<file path="src/rtl/npu_mac_pkg.sv">
// Shared types and constants for the NPU dual-MAC datapath.
// The constants describe the default Gowin MULTADDALU configuration.
package npu_mac_pkg;

   localparam int unsigned MAC_DATA_W  = 18;
   localparam int unsigned MAC_DOUT_W  = 37;
   localparam int unsigned MAC_LAT_DEF = 2;

   typedef enum logic [1:0] {
      ST_IDLE,
      ST_RUN,
      ST_DRAIN,
      ST_HOLD
   } issuer_state_t;

   typedef struct packed {
      logic signed [MAC_DATA_W-1:0] a0;
      logic signed [MAC_DATA_W-1:0] b0;
      logic signed [MAC_DATA_W-1:0] a1;
      logic signed [MAC_DATA_W-1:0] b1;
   } quad_t;

endpackage

</file>
<file path="src/rtl/npu_tag_pipe.sv">
// Valid-bit shift register tracking which MAC results belong to issued quads.
// all_clear reports that every stage ahead of the output stage is empty.
module npu_tag_pipe
   import npu_mac_pkg::*;
#(
   parameter int unsigned DEPTH = MAC_LAT_DEF + 1
) (
   input  logic clk,
   input  logic reset_n,
   input  logic in_valid,
   output logic out_valid,
   output logic all_clear
);

   logic [DEPTH-1:0] tag;

   always_ff @(posedge clk or negedge reset_n) begin
      if (!reset_n) begin
         tag <= '0;
      end else begin
         tag <= {tag[DEPTH-2:0], in_valid};
      end
   end

   assign out_valid = tag[DEPTH-1];
   assign all_clear = ~|tag[DEPTH-2:0];

endmodule

</file>
<file path="src/rtl/npu_dot_issuer.sv">
// Issues operand quads to a dual-MAC, accumulates the tagged partial sums
// and presents one dot-product result per job on a valid/ready port.
module npu_dot_issuer
   import npu_mac_pkg::*;
#(
   parameter int unsigned DATA_W    = MAC_DATA_W,
   parameter int unsigned MAC_OUT_W = MAC_DOUT_W,
   parameter int unsigned ACC_W     = 48,
   parameter int unsigned MAC_LAT   = MAC_LAT_DEF,
   parameter int unsigned LEN_W     = 10
) (
   input  logic                        clk,
   input  logic                        reset_n,
   input  logic                        start,
   input  logic        [LEN_W-1:0]     cfg_len,
   output logic                        busy,
   input  logic                        op_valid,
   output logic                        op_ready,
   input  logic signed [DATA_W-1:0]    op_a0,
   input  logic signed [DATA_W-1:0]    op_b0,
   input  logic signed [DATA_W-1:0]    op_a1,
   input  logic signed [DATA_W-1:0]    op_b1,
   output logic                        mac_ce,
   output logic                        mac_reset,
   output logic signed [DATA_W-1:0]    mac_a0,
   output logic signed [DATA_W-1:0]    mac_b0,
   output logic signed [DATA_W-1:0]    mac_a1,
   output logic signed [DATA_W-1:0]    mac_b1,
   input  logic signed [MAC_OUT_W-1:0] mac_dout,
   output logic                        res_valid,
   input  logic                        res_ready,
   output logic signed [ACC_W-1:0]     res_data,
   output logic                        res_ovf
);

   issuer_state_t           state, state_next;
   logic [LEN_W-1:0]        len_q;
   logic [LEN_W-1:0]        issue_cnt;
   logic signed [ACC_W-1:0] acc;
   logic signed [ACC_W-1:0] dout_ext;
   logic signed [ACC_W-1:0] acc_sum;
   logic                    ovf;
   logic                    step_ovf;
   logic                    accept;
   logic                    tag_out;
   logic                    tag_clear;

   assign accept = op_valid && op_ready;

   npu_tag_pipe #(
      .DEPTH(MAC_LAT + 1)
   ) u_tag_pipe (
      .clk      (clk),
      .reset_n  (reset_n),
      .in_valid (accept),
      .out_valid(tag_out),
      .all_clear(tag_clear)
   );

   // Signed size cast sign-extends and also covers ACC_W == MAC_OUT_W.
   assign dout_ext = ACC_W'(mac_dout);
   assign acc_sum  = acc + dout_ext;
   assign step_ovf = (acc[ACC_W-1] == dout_ext[ACC_W-1]) &&
                     (acc_sum[ACC_W-1] != acc[ACC_W-1]);

   always_ff @(posedge clk or negedge reset_n) begin
      if (!reset_n) begin
         state <= ST_IDLE;
      end else begin
         state <= state_next;
      end
   end

   always_comb begin
      state_next = state;
      busy       = 1'b1;
      op_ready   = 1'b0;
      res_valid  = 1'b0;
      mac_ce     = 1'b0;
      mac_reset  = 1'b0;
      unique case (state)
         ST_IDLE: begin
            busy      = 1'b0;
            mac_reset = 1'b1;
            if (start) begin
               state_next = (cfg_len != '0) ? ST_RUN : ST_HOLD;
            end
         end
         ST_RUN: begin
            op_ready = 1'b1;
            mac_ce   = 1'b1;
            if (accept && (issue_cnt + LEN_W'(1) == len_q)) begin
               state_next = ST_DRAIN;
            end
         end
         ST_DRAIN: begin
            mac_ce = 1'b1;
            if (tag_out && tag_clear) begin
               state_next = ST_HOLD;
            end
         end
         ST_HOLD: begin
            res_valid = 1'b1;
            if (res_ready) begin
               state_next = ST_IDLE;
            end
         end
         default: state_next = ST_IDLE;
      endcase
   end

   always_ff @(posedge clk or negedge reset_n) begin
      if (!reset_n) begin
         len_q     <= '0;
         issue_cnt <= '0;
         acc       <= '0;
         ovf       <= 1'b0;
         mac_a0    <= '0;
         mac_b0    <= '0;
         mac_a1    <= '0;
         mac_b1    <= '0;
      end else begin
         if (state == ST_IDLE && start) begin
            len_q     <= cfg_len;
            issue_cnt <= '0;
            acc       <= '0;
            ovf       <= 1'b0;
         end
         if (accept) begin
            mac_a0    <= op_a0;
            mac_b0    <= op_b0;
            mac_a1    <= op_a1;
            mac_b1    <= op_b1;
            issue_cnt <= issue_cnt + LEN_W'(1);
         end
         if (tag_out) begin
            acc <= acc_sum;
            if (step_ovf) begin
               ovf <= 1'b1;
            end
         end
      end
   end

   assign res_data = acc;
   assign res_ovf  = ovf;

endmodule

</file>
<file path="config.mk">
export PLATFORM = sky130hd
export DESIGN_NAME = npu_dot_issuer
export DESIGN_NICKNAME = d
export VERILOG_FILES = /design/src/rtl/npu_mac_pkg.sv /design/src/rtl/npu_tag_pipe.sv /design/src/rtl/npu_dot_issuer.sv
export SDC_FILE = /design/constraint.sdc
export NUM_CORES = 1
export LEC_CHECK = 0
export ABC_CLOCK_PERIOD_IN_PS = 4510
export BUFFER_PORTS_ARGS = -buffer_cell sky130_fd_sc_hd__buf_4
export CAP_MARGIN = 5
export CORE_MARGIN = 1.5
export CORE_UTILIZATION = 53
export DETAILED_ROUTE_END_ITERATION = 7
export GPL_TIMING_DRIVEN = 0
export PLACE_DENSITY = 0.82
export SLEW_MARGIN = 5
export SYNTH_ARGS = -nofsm -noshare
export SYNTH_HDL_FRONTEND = slang
export SYNTH_HIERARCHICAL = 1
export SYNTH_SLANG_ARGS = --single-unit
</file>
<file path="constraint.sdc">
create_clock -name clk -period 4.51 [get_ports clk]
set_clock_uncertainty 0.1 [all_clocks]
set_input_delay 0.451 -clock clk [delete_from_list [all_inputs] [get_ports clk]]
set_output_delay 0.451 -clock clk [all_outputs]
set_load 0.05 [all_outputs]
</file>
* Word-level counts from Yosys, hierarchy flattened
Cells that the tools add are included.
** Storage, ports and cells
- Output and inout bits :: 126
- Input port bits :: 124
- Word-level logic and storage cells :: 53
- Register bits after elaboration :: 146
** Operators by class
- Muxes and demuxes :: 18
- Add/sub/neg operators :: 2
- Reduce and logical (&&, ||, !) cells :: 13
- Equal/unequal tests :: 10
** Operators with widths (count)
- two-way mux 48 bit :: 2
- adder 48 x 37 -> 48 bit :: 1
- two-way mux 10 bit :: 2
- adder 10 x 1 -> 10 bit (second input constant) :: 1
- equality test 10 bit :: 1
- two-way mux 2 bit :: 5
- nonzero test 10 bit :: 1
- two-way mux 1 bit :: 8
- inequality test 2 bit (second input constant) :: 4
- one-hot mux 2 bit (4 select lines) :: 1
- logical AND 1 bit :: 5
- equality test 2 bit (second input constant) :: 2
- AND reduction 4 bit :: 1
- nonzero test 2 bit :: 2
- OR reduction 2 bit :: 2
- equality test 2 x 1 -> 1 bit (second input constant) :: 1
- logical NOT 2 bit :: 1
- equality test 1 bit :: 1
- logical NOT 1 bit :: 1
- inequality test 1 bit :: 1

* Longest topological paths before layout
Gate-level depths: netlist of run 1.
- Depth in word-level cells :: 6
- Depth in mapped cells :: 11

* Hierarchy
The synthesis of run 1 kept the hierarchy.
** Modules (own cells, without submodules)
- npu_dot_issuer :: cells each 996, area an instance 8406.8 sq um, instances 1
- npu_tag_pipe :: cells each 4, area an instance 78.8 sq um, instances 1

* Least setup slack after synthesis of run 1
OpenSTA, ideal clock, no wires.
- Kind :: register to register
- Start point :: reg acc[0] (netlist: res_data[0])
- End point :: reg acc[36] (netlist: res_data[36])
- Buffers on the path :: 0
- Required time :: 4280 ps
- Cell stages (with the launch flop) :: 12
- Data arrival time :: 3290 ps
- Setup slack :: 990 ps
- Path through :: dfrtp_1 ha_1 fa_1 a211o_1 a2111oi_4 nor3_2 a311o_2 a221oi_4 o211ai_2 a21boi_2 xor2_1 o21ai_1
** Between the ends
- Cells in the longest elaborated chain, start to end :: 2
** Ends and longest elaborated chain
- from (decl) :: line npu_dot_issuer.sv:39 : logic signed [ACC_W-1:0] acc;
- from (signal assigned) :: line npu_dot_issuer.sv:137 : acc <= acc_sum;
- adder 48 x 37 -> 48 bit :: line npu_dot_issuer.sv:62 : assign acc_sum = acc + dout_ext;
- two-way mux 48 bit :: line npu_dot_issuer.sv:136 : if (tag_out) begin
Every way passes these cells.
A chain may end at the register's enable or synchronous reset.

* Worst setup path after layout of run 1
- Start point :: reg acc[0] (netlist: res_data[0])
- End point :: reg acc[44] (netlist: res_data[44])
Same word-level chain as after synthesis.

==> results of run 1 <==
-- area by class of cell --
| cell class | count | area, um^2 |
|---|---|---|
| inverters | 12 | 45.0 |
| clock inverters | 12 | 120 |
| fillers | 1277 | 4520 |
| clock buffers | 20 | 467 |
| flip-flops and latches | 146 | 3650 |
| well taps | 216 | 270 |
| plain buffers | 47 | 185 |
| multi-input cells | 795 | 4600 |
| repair buffers | 251 | 1910 |
-- power by group through the flow --
stage	Clock [mW]	Combinational [mW]	Sequential, mW
2_1_floorplan	0	2.49	3.92
3_3_place_gp	0	5.69	2.30
3_5_place_dp	0	5.80	2.30
4_1_cts	1.42	5.82	2.30
5_1_grt	1.47	6.29	2.37
6_report	1.40	5.83	2.31
-- cells by family after synthesis --
| group | share of synthesized area |
|---|---|
| flip-flops | 0.431 |
| AO/OA/AOI/OAI | 0.175 |
| buffers and inverters | 0.0271 |
| multiplexers | 0.0133 |
| adder cells (fa/ha/maj) | 0.0790 |
| XOR/XNOR | 0.0609 |
| AND/OR/NAND/NOR | 0.214 |
-- per-layer routing --
layer | wire (um) | up-vias | track usage
met1 | 9960 | 3914 | 0.367
li1 | - | 3963 | -
met2 | 12000 | 301 | 0.505
met4 | 493 | 0 | 0.104
met3 | 1860 | 38 | 0.0789
met5 | 0 | - | 0
-- metrics by stage --
stage                      util  setup slack, ns  instances  hold WS (ns)  power [mW]
after floorplan               -            0.990       1000        0.0554        6.41
after global placement    0.674            0.693       1465         0.256        7.98
after detailed placement  0.676            0.639       1466         0.264        8.10
after CTS                 0.714            0.779       1499        0.0992        9.54
after global routing      0.714            0.571       1499         0.106        10.1
final                     0.714            0.709       1499         0.112        9.53
-- registers in the layout (all words and copies together), names as in the netlist --
| name | flops |
|---|---|
| issue_cnt | 10 |
| len_q | 10 |
| mac_a0 | 18 |
| mac_a1 | 18 |
| mac_b0 | 18 |
| mac_b1 | 18 |
| res_data | 48 |
| res_ovf | 1 |
| state | 2 |
| u_tag_pipe/tag | 3 |
-- synthesized netlist by cell type, types with 3 or more instances --
master,count,area [um^2]
nand2_1,340,1280
dfrtp_1,146,3650
o21ai_0,80,400
ha_1,52,651
a21oi_1,48,240
clkbuf_1,45,169
xnor2_1,35,307
nor2_1,33,124
a21o_1,28,210
xor2_1,24,210
nand3_1,16,80.1
nand4_1,12,75.1
inv_1,11,41.3
a31oi_1,10,62.6
mux2_2,10,113
o21bai_1,10,75.1
and3_1,9,56.3
nor3_1,7,35.0
o211ai_1,7,52.6
nand2b_1,6,37.5
o21ai_1,6,30.0
o31ai_1,5,37.5
a211oi_1,4,30.0
and2_1,4,25.0
a31o_2,3,26.3
o21a_1,3,22.5
-- worst reg2reg max path: stages, from the launching register on --
cell	delay, ns
dfrtp_1	0.40
ha_1	0.23
fa_1	0.44
a211o_1	0.33
a2111oi_4	0.42
o21ai_0	0.29
a31oi_1	0.52
a2111oi_2	0.20
o21ai_1	0.36
o21bai_1	0.14
xnor2_1	0.13
o21ai_0	0.16
-- final timing paths --
path	start	end	slack, ns	cells past startpoint
setup reg to reg	res_data[0]$_DFFE_PN0P_	res_data[44]$_DFFE_PN0P_	0.71	11
min in group asynchronous	reset_n	issue_cnt[9]$_DFFE_PN0P_	0.47	2
setup / recovery	res_data[0]$_DFFE_PN0P_	res_data[44]$_DFFE_PN0P_	0.71	11
max in group asynchronous	reset_n	mac_b0[16]$_DFFE_PN0P_	3.02	3
hold / removal	op_a0[16]	mac_a0[16]$_DFFE_PN0P_	0.11	3
hold reg to reg	u_tag_pipe/tag[1]$_DFF_PN0_	u_tag_pipe/tag[2]$_DFF_PN0_	0.28	0
-- repair_timing --
item | in CTS | in global routing
hold buffers | 1 | 0
endpoints found under the hold margin | 54 | 0
endpoints found under the setup margin | 0 | 0
==> results.tsv, run 1 <==
stage	metric	value	unit
route	drt_iter0_drc	598	
layout	layout-drive-gt1-share	0.243	
setup_path	cpPeakStageDelay	0.52	ns
power	p_per_area	847	nW/um^2
setup_path	path_common_cell	o21ai_0	
power	power.leakage	5.77	nW
global_routing	grt_pass1_wl	38.9	mm
route	route.detailed.drc	0	
route	drtAntennaViolNets	0	
die	die_area	16800	um^2
synth	synth-async-reset-ratio	1.00	
global_routing	antenna_found_initial	0	
setup_path	cp.required	4.75	ns
route	viasPerCell	5.48	
die	core_area	15800	um^2
timing	final.min_clock_period	3.80	ns
timing	setup_violations	0	
layout	final_cell_mix	nand2_1 (340), buf_4 (248), dfrtp_1 (146)	
timing	relSlewSlack	0.335	
die	row_count	46	
layout	fin_area	11300	um^2
synth	synth_edf_count	0	
power	clkPwrFrac	0.147	
clock_tree	cts.sinks	146	
clock_tree	clk_latency	0.42	ns
place	placed_cell_area	10700	um^2
global_routing	gr-total-overflow	0	
setup_path	crit_slowest_cell	a31oi_1	
global_routing	grt_pass1_vias	7989	
clock_tree	clk_pin_slew	0.07	ns
power	comb_power_share	0.611	
clock_tree	postCtsSetupBuffers	0	
power	power_frac_seq	0.242	
timing	fmax	0.263	GHz
setup_path	startpoint_type	register	
run_status	status	finished, final reports clean	
timing	grt_setup_unrepaired	false	
layout	n_antenna_cell	0	
die	ios	250	
die	die_w	130	um
synth	ys_seq_area_frac	0.431	
global_routing	grt_max_degree	93	
die	start_util	0.538	
synth	synth_ff_type	dfrtp_1	
global_routing	grt_use_total	0.297	
timing	drv_slew	0	
power	p_sw	4.94	mW
setup_path	path_buf_inv	0	
power	swShare	0.519	
timing	finalHoldViolations	0	
synth	yosys_warnings	6	
min_path	hp-class	input pin to register	
layout	area_growth_syn_to_layout	32.6	%
place	portBuffers	249	
clock_tree	cts-root-buf	clkbuf_16	
clock_tree	clock_path_buffers	2	
layout	nNetsFinal	1447	
setup_path	crit_type	register to register	
synth	ys_seq_elements	146	
route	wl_per_cell	16.3	um
synth	syn-num-nets	1177	
timing	worst_pin_slew	0.997	ns
setup_path	crit_path_end_kind	register	
setup_path	crit_chain	ha_1 -> fa_1 -> a211o_1 -> a2111oi_4 -> o21ai_0 -> a31oi_1 -> a2111oi_2 -> o21ai_1 -> o21bai_1 -> xnor2_1 -> o21ai_0	
synth	postSynthCellCount	1000	
timing	tns	0	ns
clock_tree	cts_tree	done	
timing	post-route-period-util	0.843	
synth	synth.cell_area	8490	um^2
power	p_int	4.59	mW
die	die_h	130	um
route	drt_pass1_iterations	5	
route	totalWireLength	24.4	mm
place	dp_hpwl	18.4	mm
setup_path	critPathArrivalTime	4.04	ns
setup_path	crit_family	compound AO/OA/AOI/OAI gates	
clock_tree	cts-resized-gates	0	
synth	avgSynthCellArea	8.49	um^2
synth	ys_types	63	
power	peakVddDrop	0.560	mV
clock_tree	cts_buffers	17	
setup_path	worstPathMaxFanout	4	
place	gp_congestion	0.933	
route	num_vias	8216	
run	cap_violations	0	
clock_tree	h-tree-depth	4	
layout	final_common_cell	nand2_1	
Power figures use the tool's default switching activity.
==> run 2: changes to the inputs <==
--- a/config.mk
+++ b/config.mk
@@ -5,11 +5,12 @@
 export SDC_FILE = /design/constraint.sdc
 export NUM_CORES = 1
 export LEC_CHECK = 0
-export ABC_CLOCK_PERIOD_IN_PS = 4510
+export ABC_AREA = 1
+export ABC_CLOCK_PERIOD_IN_PS = 3550
 export BUFFER_PORTS_ARGS = -buffer_cell sky130_fd_sc_hd__buf_4
 export CAP_MARGIN = 5
 export CORE_MARGIN = 1.5
-export CORE_UTILIZATION = 53
+export CORE_UTILIZATION = 54
 export DETAILED_ROUTE_END_ITERATION = 7
 export GPL_TIMING_DRIVEN = 0
 export PLACE_DENSITY = 0.82
==> constraint.sdc (replaced) <==
create_clock -name clk -period 3.55 [get_ports clk]
set_clock_uncertainty 0.1 [all_clocks]
set_input_delay 0.355 -clock clk [delete_from_list [all_inputs] [get_ports clk]]
set_output_delay 0.355 -clock clk [all_outputs]
set_load 0.05 [all_outputs]
==> run 2 against run 1 <==
  * Combinational power grew 19%
  * Total power grew 23%
  * First-iteration DRC count grew 23%
  * Via count grew 21%
  * Critical endpoint unchanged
  * Highest routed layer is now met5
==> results.tsv, run 2 <==
stage	metric	value	unit	change
layout	n_antenna_cell	0		unchanged
route	totalWireLength	31.0	mm	+27%
run	cap_violations	0		unchanged
synth	ys_types	41		-35%
layout	area_growth_syn_to_layout	30.6	%	
global_routing	grt_use_total	0.356		+0.0593
synth	synth.most_common_cell	nand2_1		
clock_tree	clock_path_buffers	2		unchanged
setup_path	crit_cells	14		+3
synth	synth_top_area_share	0.397		-0.0332
clock_tree	cts-resized-gates	0		unchanged
run_status	status	finished, final reports clean		
synth	synth_ff_type	dfrtp_1		
route	viasPerCell	5.41		-1.2%
global_routing	grt_max_degree	83		-11%
die	row_count	47		+2.2%
timing	worst_pin_slew	0.715	ns	-0.282 ns
die	die_h	133	um	+3.0%
clock_tree	clk_latency	0.43	ns	about the same
clock_tree	cts_buffers	17		unchanged
place	portBuffers	249		unchanged
layout	nNetsFinal	1777		+23%
route	num_vias	9917		+21%
clock_tree	clk_pin_slew	0.07	ns	about the same
min_path	hp-class	input pin to register		
die	start_util	0.554		+0.0163
timing	relSlewSlack	0.524		+0.188
clock_tree	hold_buffers	1		unchanged
timing	tns	0	ns	unchanged
setup_path	crit_path_end_kind	register		
global_routing	antenna_found_initial	1		+1
route	drt_pass1_iterations	5		unchanged
clock_tree	postCtsSetupBuffers	0		unchanged
timing	drv_slew	0		unchanged
setup_path	crit_slowest_cell	fa_1		
power	peakVddDrop	0.745	mV	+33%
clock_tree	cts.sinks	146		unchanged
global_routing	grt_use_met1	0.450		+0.0832
synth	synth_area_leader_cell	dfrtp_1		
synth	synth_commonest_cells	nand2_1 (549), dfrtp_1 (146), inv_1 (113)		
place	gp_congestion	0.981		+5.1%
layout	final_cell_mix	nand2_1 (549), buf_4 (248), dfrtp_1 (146)		
setup_path	crit_type	register to register		
layout	final_common_cell	nand2_1		
synth	ys_seq_area_frac	0.397		-0.0332
synth	postSynthCellCount	1330		+33%
synth	synth-async-reset-ratio	1.00		unchanged
die	core_area	16600	um^2	+5.2%
timing	grt_setup_unrepaired	false		
power	p_per_area	974	nW/um^2	+15%
setup_path	crit_family	simple AND/OR/NAND/NOR gates		
clock_tree	cts_tree	done		
synth	yosys_warnings	6		unchanged
setup_path	path_buf_inv	1		+1
route	drtAntennaViolNets	0		unchanged
global_routing	use_met2	0.588		+0.0834
die	die_w	133	um	+3.0%
synth	synth.cell_area	9190	um^2	+8.3%
setup_path	path_common_cell	nand2_1		
min_path	holdPathStages	3		unchanged
power	power.leakage	6.46	nW	+12%
clock_tree	cts-root-buf	clkbuf_16		
global_routing	busiest_layer	met2		
synth	yosys-top-cells-area	dfrtp_1 (40%), nand2_1 (22%), ha_1 (7.1%), inv_1 (4.6%), a21oi_1 (4.6%)		
timing	final.min_clock_period	2.81	ns	-0.992 ns
clock_tree	h-tree-depth	4		unchanged
global_routing	grt_pass1_vias	9620		+20%
layout	largest_register_ffs	48		unchanged
layout	layout.cells.non_filler	1832		+22%
synth	syn-num-nets	1507		+28%
setup_path	startpoint_type	register		
power	p_total	11.7	mW	+23%
place	dp_cells	1800		+23%
route	route.detailed.drc	0		unchanged
synth	ys_seq_elements	146		unchanged
timing	post-route-period-util	0.791		-0.0516
setup_path	cp.required	3.77	ns	-0.98 ns
synth	synth_edf_count	0		unchanged
timing	finalHoldViolations	0		unchanged
route	wl_per_cell	16.9	um	+4.1%
route	drt_iter0_drc	736		+23%
setup_path	cpPeakStageDelay	0.50	ns	-0.02 ns
place	dp_hpwl	24.9	mm	+35%
setup_path	critPathArrivalTime	3.03	ns	-1.01 ns
global_routing	gr-total-overflow	0		unchanged
layout	layout-drive-gt1-share	0.189		-0.0546
layout	final_core_util	0.724		+0.0103
timing	fmax	0.356	GHz	+35%
die	die_area	17800	um^2	+6.2%
setup_path	crit_chain	ha_1 -> fa_1 -> nand2_1 -> nand2_1 -> o21ai_2 -> inv_1 -> nand2_1 -> nand2_2 -> nand2_1 -> nand2_1 -> nand3b_1 -> nand4_1 -> nand3_1 -> nand2_1		
synth	avgSynthCellArea	6.91	um^2	-19%
timing	setup_violations	0		unchanged
setup_path	worstPathMaxFanout	5		+1
die	ios	250		unchanged
global_routing	grt.met3_usage	0.0849		+0.00599
global_routing	grt_pass1_wl	49.2	mm	+26%
setup_path	ff2ff_path_depth	14		+3
run 2: changes by cell type in the layout (fill, tap and decap cells not counted), sizes merged, moves of 28 or more:
cell / delta
a21oi: +35
xnor2: -32
nor2: +71
a21o: -28
inv: +102
nand2: +213
nand3: +46
run 2: where the power goes:
part	internal, mW	switching (mW)
registers	2.34	0.492
logic	1.99	4.93
clock network	1.16	0.772
run 2: metrics by stage:
| step | worst slack (ns) | hold WS, ns | area [um^2] |
|---|---|---|---|
| floorplan | 1.13 | -0.0406 | 9190 |
| global placement | 0.744 | 0.259 | 11300 |
| detailed placement | 0.720 | 0.260 | 11400 |
| CTS | 0.787 | 0.00268 | 12000 |
| global route | 0.544 | 0.00632 | 12000 |
| finish | 0.742 | 0.00985 | 12000 |
run 2: worst min-delay path, delay by kind of cell:
kind | cells | cell delay, ns
and+or+nand+nor | 2 | 0.08
buffers and inverters | 1 | 0.07
run 2: cells by family (layout without fill, tap and decap cells):
kind of cell	after synthesis	count (layout)	share of synthesized area
AO/OA/AOI/OAI	211	211	0.124
XOR/XNOR	8	8	0.00762
adder cells (fa/ha/maj)	53	53	0.0729
buffers and inverters	145	427	0.0597
flip-flops	146	146	0.397
AND/OR/NAND/NOR	767	767	0.339
run 2: path summary, 6_finish.rpt:
kind	startpoint	end	slack, ns
min in group asynchronous	reset_n	res_data[31]$_DFFE_PN0P_	0.37
worst min register to register	u_tag_pipe/tag[0]$_DFF_PN0_	u_tag_pipe/tag[1]$_DFF_PN0_	0.28
worst max-delay path	res_data[0]$_DFFE_PN0P_	res_data[44]$_DFFE_PN0P_	0.74
max in group asynchronous	reset_n	mac_b0[15]$_DFFE_PN0P_	2.14
worst min-delay path	op_a1[0]	mac_a1[0]$_DFFE_PN0P_	0.01
worst max register to register	res_data[0]$_DFFE_PN0P_	res_data[44]$_DFFE_PN0P_	0.74
run 2: layout make-up:
type / count / area [um^2]
Multi-Input combinational cell: 1039 / 4990
Timing Repair Buffer: 251 / 1910
Sequential cell: 146 / 3650
Fill cell: 1384 / 4580
Buffer: 29 / 114
Clock inverter: 12 / 171
Tap cell: 220 / 275
Clock buffer: 19 / 453
Inverter: 116 / 435
run 2: metal layers:
| layer | part of all wire | wire (um) |
|---|---|---|
| met1 | 0.41 | 12600 |
| met2 | 0.47 | 14700 |
| met3 | 0.079 | 2460 |
| met5 | 0.00042 | 13 |
| met4 | 0.040 | 1250 |
==> run 3: changes to the inputs <==
--- a/config.mk
+++ b/config.mk
@@ -5,12 +5,12 @@
 export SDC_FILE = /design/constraint.sdc
 export NUM_CORES = 1
 export LEC_CHECK = 0
-export ABC_AREA = 1
-export ABC_CLOCK_PERIOD_IN_PS = 3550
+export ABC_AREA = 0
+export ABC_CLOCK_PERIOD_IN_PS = 2900
 export BUFFER_PORTS_ARGS = -buffer_cell sky130_fd_sc_hd__buf_4
 export CAP_MARGIN = 5
 export CORE_MARGIN = 1.5
-export CORE_UTILIZATION = 54
+export CORE_UTILIZATION = 53
 export DETAILED_ROUTE_END_ITERATION = 7
 export GPL_TIMING_DRIVEN = 0
 export PLACE_DENSITY = 0.82
==> constraint.sdc (replaced) <==
create_clock -name clk -period 2.9 [get_ports clk]
set_clock_uncertainty 0.1 [all_clocks]
set_input_delay 0.29 -clock clk [delete_from_list [all_inputs] [get_ports clk]]
set_output_delay 0.29 -clock clk [all_outputs]
set_load 0.05 [all_outputs]
==> run 3 against run 2 <==
  * The run now ends with setup timing left
  * Count of clock-buffer cells in the layout up 2
  * Die area decreased by 5.8%
  * Utilization increased by 7.4 points
  * Sequential power is 30% higher
  * Worst hold slack gained 0.0062 ns
  * Sequential cell count stayed put
  * Cell count shrank 13%
  * Combinational power rose by 46%
  * Non-clock buffer count grew 104
==> results.tsv, run 3 (synthesis gave the netlist of run 1 again) <==
stage	metric	value	unit	change
setup_path	crit_family	compound AO/OA/AOI/OAI gates		
timing	worst_pin_slew	1.01	ns	+0.298 ns
global_routing	grt_pass1_vias	8785		-8.7%
setup_path	cp.required	3.09	ns	-0.68 ns
setup_path	path_buf_inv	0		-1
setup_path	cpPeakStageDelay	0.42	ns	-0.08 ns
global_routing	gr-total-overflow	0		unchanged
setup_path	crit_chain	ha_4 -> fa_2 -> a211o_1 -> a2111oi_4 -> nor3_2 -> a311o_2 -> a221o_2 -> a21oi_4 -> o21bai_1 -> xnor2_1 -> o21ai_1		
place	place_ws	-0.737	ns	-1.46 ns
route	drt_iter0_drc	576		-22%
die	die_w	130	um	-3.0%
clock_tree	clock_path_buffers	2		unchanged
die	start_util	0.538		-0.0163
timing	setup_ws	-0.392	ns	-1.13 ns
clock_tree	clk_pin_slew	0.06	ns	about the same
timing	finalHoldViolations	0		unchanged
clock_tree	cts_tree	done		
place	dp_hpwl	18.3	mm	-27%
route	drtAntennaViolNets	0		unchanged
power	peakVddDrop	1.04	mV	+39%
layout	nNetsFinal	1533		-14%
run_status	violations	setup timing		
setup_path	crit_type	register to register		
setup_path	crit_slowest_cell	dfrtp_2		
run_status	status	finished, violations left		
layout	nFillCells	1003		-28%
clock_tree	cts_buffers	17		unchanged
die	die_h	130	um	-3.0%
layout	register_area	3670	um^2	+0.38%
power	p_per_area	1280	nW/um^2	+31%
die	die_area	16800	um^2	-5.8%
min_path	hp-class	input pin to register		
clock_tree	clk_latency	0.42	ns	about the same
global_routing	antenna_found_initial	1		unchanged
timing	hold_slack	0.0160	ns	+0.00616 ns
global_routing	grt_max_degree	83		unchanged
setup_path	critPathArrivalTime	3.48	ns	+0.45 ns
timing	drv_slew	0		unchanged
timing	tns	-3.61	ns	-3.61 ns
clock_tree	cts-root-buf	clkbuf_16		
setup_path	worstPathMaxFanout	3		-2
die	core_area	15800	um^2	-4.9%
route	num_vias	8922		-10%
timing	final.min_clock_period	3.29	ns	+0.484 ns
power	power.leakage	6.22	nW	-3.7%
clock_tree	h-tree-depth	4		unchanged
timing	setup_violations	16		+16
die	ios	250		unchanged
timing	fmax	0.304	GHz	-15%
place	portBuffers	249		unchanged
setup_path	startpoint_type	register		
layout	final_common_cell	nand2_1		
layout	final_core_util	0.797		+0.0735
layout	multiInputGateArea	5010	um^2	+0.30%
power	p_total	16.1	mW	+37%
clock_tree	cts.sinks	146		unchanged
route	wl_per_cell	18.1	um	+7.2%
layout	largest_register_ffs	48		unchanged
layout	layout-drive-gt1-share	0.293		+0.104
die	row_count	46		-2.1%
route	viasPerCell	5.63		+3.9%
global_routing	grt_pass1_wl	44.3	mm	-9.9%
place	gp_congestion	0.962		-2.0%
timing	relSlewSlack	0.325		-0.199
timing	grt_setup_unrepaired	true		
layout	area_growth_syn_to_layout	48.2	%	
run	cap_violations	0		unchanged
route	drt_pass1_iterations	5		unchanged
layout	final_cell_mix	nand2_1 (338), buf_4 (272), dfrtp_1 (135)		
global_routing	grt_use_total	0.341		-0.0152
route	route.detailed.drc	0		unchanged
timing	post-route-period-util	1.14		+0.344
setup_path	crit_path_end_kind	register		
route	totalWireLength	28.8	mm	-7.2%
==> run 3: cell types whose count changed in the layout (fill, tap and decap cells not counted), moves of 21 or more <==
cell,before,now
a21o_1,1,28
a21oi_1,84,44
nor2_1,99,32
dlygate4sd3_1,1,72
nand3_1,62,16
buf_4,248,272
xnor2_1,3,31
nand2_1,549,338
ha_1,52,31
inv_1,113,10
==> run 3: what timing repair did <==
item                                    CTS  global route
endpoints found under the setup margin   26            24
hold buffers                             72             0
pin swaps                                24            25
buffers inserted                         11            15
hold endpoints to repair                152             0
gates resized for setup                  32            46
cloned                                    0             0
==> run 3: metrics by stage <==
stage                     instance area [um^2]  std cells
after floorplan                           8550       1000
after global routing                     12600       1586
after global placement                   10700       1465
final                                    12600       1586
after CTS                                12300       1574
after detailed placement                 10700       1466
==> run 3: power breakdown <==
group          switching (mW)  leakage [nW]  internal (mW)
Clock                   0.901         0.297           1.43
Sequential              0.723          1.82           2.94
Combinational            6.61          4.10           3.47
==> run 3: routing by layer <==
layer  wire (um)  GRT usage
met5           0          0
met4        1050      0.141
met2       14400      0.600
met1       11100      0.404
met3        2200     0.0772
==> run 3: area by class of cell <==
cell class | instances | share of cell area
multi-input cells | 795 | 0.398
diodes | 1 | 0.000199
plain buffers | 37 | 0.0118
flip-flops and latches | 146 | 0.292
inverters | 12 | 0.00378
clock buffers | 21 | 0.0374
repair buffers | 347 | 0.224
well taps | 216 | 0.0215
clock inverters | 11 | 0.0118
==> run 3: path summary, 6_finish.rpt <==
| kind | from | endpoint | slack (ns) | cells past startpoint |
|---|---|---|---|---|
| hold reg to reg | u_tag_pipe/tag[1]$_DFF_PN0_ | u_tag_pipe/tag[2]$_DFF_PN0_ | 0.28 | 0 |
| min in group asynchronous | reset_n | res_data[7]$_DFFE_PN0P_ | 0.40 | 2 |
| setup reg to reg | res_data[0]$_DFFE_PN0P_ | res_data[24]$_DFFE_PN0P_ | -0.39 | 11 |
| max in group asynchronous | reset_n | mac_a1[8]$_DFFE_PN0P_ | 1.50 | 3 |
| setup / recovery | res_data[0]$_DFFE_PN0P_ | res_data[24]$_DFFE_PN0P_ | -0.39 | 11 |
| hold / removal | op_b1[17] | mac_b1[17]$_DFFE_PN0P_ | 0.02 | 3 |
==> run 3: worst register-to-register path, cell delays in order, from the launching register on <==
cell and delay, ns:
dfrtp_2 0.42, ha_4 0.16, fa_2 0.34, a211o_1 0.36, a2111oi_4 0.37, nor3_2 0.10
a311o_2 0.38, a221o_2 0.41, a21oi_4 0.17, o21bai_1 0.11, xnor2_1 0.17, o21ai_1 0.08
